File: src/rtl/mem_bus_arbiter.sv
// Two-port arbiter for the shared RAM1/UART bus: an instruction-fetch port and
// a data port.  Grants are combinational and are latched into a one-cycle
// access stage that drives the bus.  The data port has priority.  Defining
// MEM_BUS_ARBITER_FAIR_EN adds a run counter that lets a waiting fetch in after
// MAX_DATA_RUN back-to-back data grants.
module mem_bus_arbiter #(
    parameter int MAX_DATA_RUN = 3
) (
    input  logic        clk,
    input  logic        rst,
    input  logic        if_req,
    input  logic [15:0] if_addr,
    input  logic        mem_req,
    input  logic        mem_we,
    input  logic [15:0] mem_addr,
    input  logic [15:0] mem_wdata,
    output logic        if_gnt,
    output logic        mem_gnt,
    output logic        if_ack,
    output logic        mem_ack,
    output logic [15:0] rdata_o,
    output logic [17:0] bus_addr_o,
    output logic [15:0] bus_wdata_o,
    output logic        bus_isread_o,
    output logic        bus_iswrite_o,
    output logic        bus_is_ram1_o,
    output logic        bus_is_uart_o,
    input  logic [15:0] ram_rdata_i,
    output logic        if_stall_o,
    output logic        mem_stall_o
);

    typedef enum logic [1:0] {
        IDLE  = 2'd0,
        ACC_I = 2'd1,
        ACC_D = 2'd2
    } state_t;

    state_t      state;
    state_t      next_state;
    logic [15:0] acc_addr;
    logic [15:0] acc_wdata;
    logic        acc_write;
    logic        grant_if;
    logic        grant_mem;
    logic        acc_active;
    logic        uart_sel;

    // The run counter is 3 bits wide, so the limit must fit in it.
    if (MAX_DATA_RUN < 1 || MAX_DATA_RUN > 7) begin : g_bad_max_data_run
        $error("mem_bus_arbiter: MAX_DATA_RUN must be in 1..7");
    end

`ifdef MEM_BUS_ARBITER_FAIR_EN
    logic [2:0] data_run;
    logic       run_full;

    assign run_full = if_req && (data_run == 3'(MAX_DATA_RUN));

    // Data wins unless a fetch has already waited through a full run of data grants.
    always_comb begin
        grant_mem = !rst && mem_req && !run_full;
        grant_if  = !rst && if_req && !grant_mem;
    end

    // Count data grants made while a fetch waits; restart whenever the fetch is served or withdrawn.
    always_ff @(posedge clk) begin
        if (rst) begin
            data_run <= 3'd0;
        end else if (!if_req || grant_if) begin
            data_run <= 3'd0;
        end else if (grant_mem) begin
            data_run <= data_run + 3'd1;
        end
    end
`else
    // Strict data priority; a fetch only gets the bus when the data port is quiet.
    always_comb begin
        grant_mem = !rst && mem_req;
        grant_if  = !rst && if_req && !mem_req;
    end
`endif

    assign if_gnt      = grant_if;
    assign mem_gnt     = grant_mem;
    assign if_stall_o  = if_req && !grant_if;
    assign mem_stall_o = mem_req && !grant_mem;

    // State register for the access stage.
    always_ff @(posedge clk) begin
        if (rst) begin
            state <= IDLE;
        end else begin
            state <= next_state;
        end
    end

    // Next access is whatever was granted this cycle, regardless of the current access.
    always_comb begin
        next_state = IDLE;
        if (grant_mem) begin
            next_state = ACC_D;
        end else if (grant_if) begin
            next_state = ACC_I;
        end
    end

    // Latch the granted request; address and write data hold while idle, and a fetch leaves write data untouched.
    always_ff @(posedge clk) begin
        if (rst) begin
            acc_addr  <= 16'h0000;
            acc_wdata <= 16'h0000;
            acc_write <= 1'b0;
        end else if (grant_mem) begin
            acc_addr  <= mem_addr;
            acc_wdata <= mem_wdata;
            acc_write <= mem_we;
        end else if (grant_if) begin
            acc_addr  <= if_addr;
            acc_write <= 1'b0;
        end
    end

    // 0xBF00 and 0xBF01 differ only in bit 0, so compare the upper 15 bits.
    assign uart_sel   = (acc_addr[15:1] == 15'h5F80);
    assign acc_active = (state != IDLE);

    assign if_ack        = (state == ACC_I);
    assign mem_ack       = (state == ACC_D);
    assign bus_addr_o    = {2'b00, acc_addr};
    assign bus_wdata_o   = acc_wdata;
    assign bus_isread_o  = acc_active && !acc_write;
    assign bus_iswrite_o = acc_active && acc_write;
    assign bus_is_uart_o = acc_active && uart_sel;
    assign bus_is_ram1_o = acc_active && !uart_sel;
    assign rdata_o       = ram_rdata_i;

endmodule

File: config.mk
export PLATFORM = sky130hd
export DESIGN_NAME = mem_bus_arbiter
export DESIGN_NICKNAME = d
export VERILOG_FILES = /design/src/rtl/mem_bus_arbiter.sv
export SDC_FILE = /design/constraint.sdc
export NUM_CORES = 1
export LEC_CHECK = 0
export CORE_UTILIZATION = 25
export DETAILED_ROUTE_END_ITERATION = 10
export PLACE_DENSITY = 0.64
export SLEW_MARGIN = 20
export SYNTH_ARGS = -nofsm -noshare
export SYNTH_HDL_FRONTEND = slang
export SYNTH_SLANG_ARGS = --single-unit
File: constraint.sdc
create_clock -name clk -period 2.4 [get_ports clk]
set_input_delay 0.48 -clock clk [delete_from_list [all_inputs] [get_ports clk]]
set_output_delay 0.48 -clock clk [all_outputs]
set_load 0.05 [all_outputs]
==> impl_metrics.yaml <==
critical_path:
  worstPathArrival_ps: 1730
  rrSetupSlack_ps: 1510
  r2r-end: "acc_addr[4]"
  cp-startpoint: "acc_addr[3]"
  crit_type: "reg -> out"
  critical_path_required_ps: 1920
  startpoint_type: "flop"
  critPathMaxFanout: 3
  r2r-start: "acc_addr[4]"
  r2r_cells: 3
  endpoint_kind: "output pin"
  crit_end: "bus_is_ram1_o"
logic_synthesis:
  synth_top_family_by_area: "multiplexers"
  ys_types: 19
  synth-seq-cells: 35
  muxShareOfSynthArea_pct: 30.4
  synth_compound_area_share_pct: 1.37
  syn_area_um2: 1640
  synthXorXnorAreaFrac_pct: 0
  synth_top_area_cell: "dfxtp_1"
  yosys.area_share.simple_pct: 14.2
  yosys_warnings: 0
  syn_area_per_cell_um2: 9.96
  ys_seq_area_share_pct: 42.6
  synth_fa_ha_area_share_pct: 0
  syn_inst: 165
  synth.top_cell.area_share_pct: 42.6
  synth.area.top_cells: "dfxtp_1, mux2i_1, mux2_2"
global_routing:
  grt_util_all_layers_pct: 12.7
  grt_pass1_vias: 1365
  grt_start_max_net_pins: 24
  grt_pass1_wl_mm: 6.87
  antenna_found_initial: 0
  grt_overflow_total: 0
route:
  totalWireLength_mm: 4.43
  via_per_inst: 4.35
  wl_per_cell_um: 13.8
  drt_first_pass_iters: 4
  first_iter_violations: 40
  vias: 1396
  drcViolationCount: 0
  final_antenna_net_count: 0
sta:
  slew_viol_final: 0
  hold_ws_ps: 504
  timing.final.crit_share_pct: 91.9
  rsz0062_at_grt: "false"
  max_slew_margin_pct: 64.8
  layout_min_cycle_time_ps: 2210
  tightest_slew_ps: 527
  fin_worst_skew_ps: 0
  hold_viol: 0
  setup_violations: 0
  fmax_mhz: 453
  final.setup.tns_ps: 0
pwr:
  worst_ir_drop_vdd_mv: 0.333
  combinationalPowerShare_pct: 30.4
  clockPowerShare_pct: 28.0
  p_leak_nw: 1.11
  seq_power_share_pct: 41.5
  p_sw_mw: 0.511
  intPower_mw: 1.04
  swShare_pct: 33.0
  p_per_area_nw_per_um2: 574
clock_tree:
  cts-buffers-inserted: 5
  root_buffer: "clkbuf_8"
  hold_buffers: 0
  clockBufferDepth: 2
  path_clk_slew_ps: 70
  htreeDepth: 2
  cts_sinks: 35
  cts_tree: "built"
  clock_latency_ps: 290
layout:
  area_delta_synth_final_pct: 64.0
  drive_gt1_share_pct: 16.4
  final_common_cell: "clkdlybuf4s50_1"
  layout_common_cells: "clkdlybuf4s50_1, nor2_1, dfxtp_1, mux2i_1, mux2_2"
  final_core_util_pct: 42.5
  layout.nets: 312
  fillers: 629
  antenna_cells: 0
job:
  max-cap-violations: 0
placed_design:
  port_buffers: 94
  gp_congestion: 0.701
  dp_hpwl_mm: 3.28
die:
  die_width_um: 83.1
  dieHeight_um: 83.1
  ios: 129
  die_area_um2: 6900
  start_util_pct: 25.9
  core_um2: 6350
  fp-row-count: 29
min_path:
  hp-class: "reg -> reg"
status:
  status: "completed"
-- layout make-up --
| type | instances | area (um^2) | share of cell area [%] |
|---|---|---|---|
| clock buffers | 5 | 68.8 | 2.55 |
| clock inverters | 3 | 20.0 | 0.742 |
| multi-input cells | 102 | 790 | 29.3 |
| flip-flops and latches | 35 | 701 | 26.0 |
| well taps | 77 | 96.3 | 3.57 |
| repair buffers | 99 | 1020 | 37.9 |
-- worst max-delay path, stage by stage, from the launching register on --
cell and delay, ps:
dfxtp_1 330, or4_4 560, o32a_1 360, buf_4 190
-- power groups by stage --
stage | Clock (mW) | Combinational [mW] | Sequential (mW)
2_1_floorplan | 0 | 0.227 | 0.774
3_3_place_gp | 0 | 0.473 | 0.655
3_5_place_dp | 0 | 0.475 | 0.656
4_1_cts | 0.450 | 0.477 | 0.643
5_1_grt | 0.472 | 0.496 | 0.648
6_report | 0.434 | 0.471 | 0.643
-- how the worst min path moves through the flow --
stage	startpoint	to	slack, ps	cells past startpoint
2_1_floorplan	acc_write	acc_write	610	3
3_3_place_gp	bus_wdata_o[9]	bus_wdata_o[9]	470	2
3_5_place_dp	bus_wdata_o[13]	bus_wdata_o[13]	480	2
4_1_cts	bus_wdata_o[1]	bus_wdata_o[1]	500	2
5_1_grt	bus_wdata_o[2]	bus_wdata_o[2]	540	2
6_report	bus_wdata_o[1]	bus_wdata_o[1]	500	2
-- logic make-up (layout without fill, tap and decap cells) --
logic type             after synthesis  in the layout
and+or+nand+nor                     49             49
muxes                               48             48
DFF                                 35             35
buffers and inverters               29            107
AOI/OAI and AO/OA                    3              3
other                                1              2
-- routing by layer --
metal | global-route usage, % | routed length (um)
met5 | 0 | 0
met4 | 3.76 | 50
met3 | 4.57 | 364
met2 | 21.2 | 2160
met1 | 15.1 | 1860
-- repair_timing --
item | 4_1_cts | 5_1_grt
gates resized for setup | 0 | 1
setup endpoints to repair | 0 | 1
endpoints found under the hold margin | 0 | 0
buffers inserted | 0 | 0
-- flip-flops by register name (all words and copies together), names as in the netlist --
name / cells
acc_addr: 16
acc_write: 1
state: 2
bus_wdata_o: 16
-- Yosys cell counts --
cell / instances
a21oi_1: 1
and2_1: 1
buf_2: 6
buf_4: 18
clkbuf_1: 5
conb_1: 1
dfxtp_1: 35
mux2_2: 16
mux2i_1: 32
nand4_1: 1
nand4b_1: 1
nor2_1: 35
nor2b_1: 5
nor3b_1: 3
nor4_1: 1
nor4b_1: 1
o21a_1: 1
o32a_1: 1
or4_4: 1
-- per-stage QoR --
stage | setup slack (ps) | power [mW] | cells | instance area [um^2]
after detailed placement | 322 | 1.13 | 313 | 2600
after floorplan | 181 | 1.00 | 166 | 1670
after global placement | 384 | 1.13 | 313 | 2600
after CTS | 9.09 | 1.57 | 321 | 2690
final | 195 | 1.55 | 321 | 2700
after global routing | 92.6 | 1.62 | 321 | 2700
No activity file was read; power rests on OpenSTA's default activity.
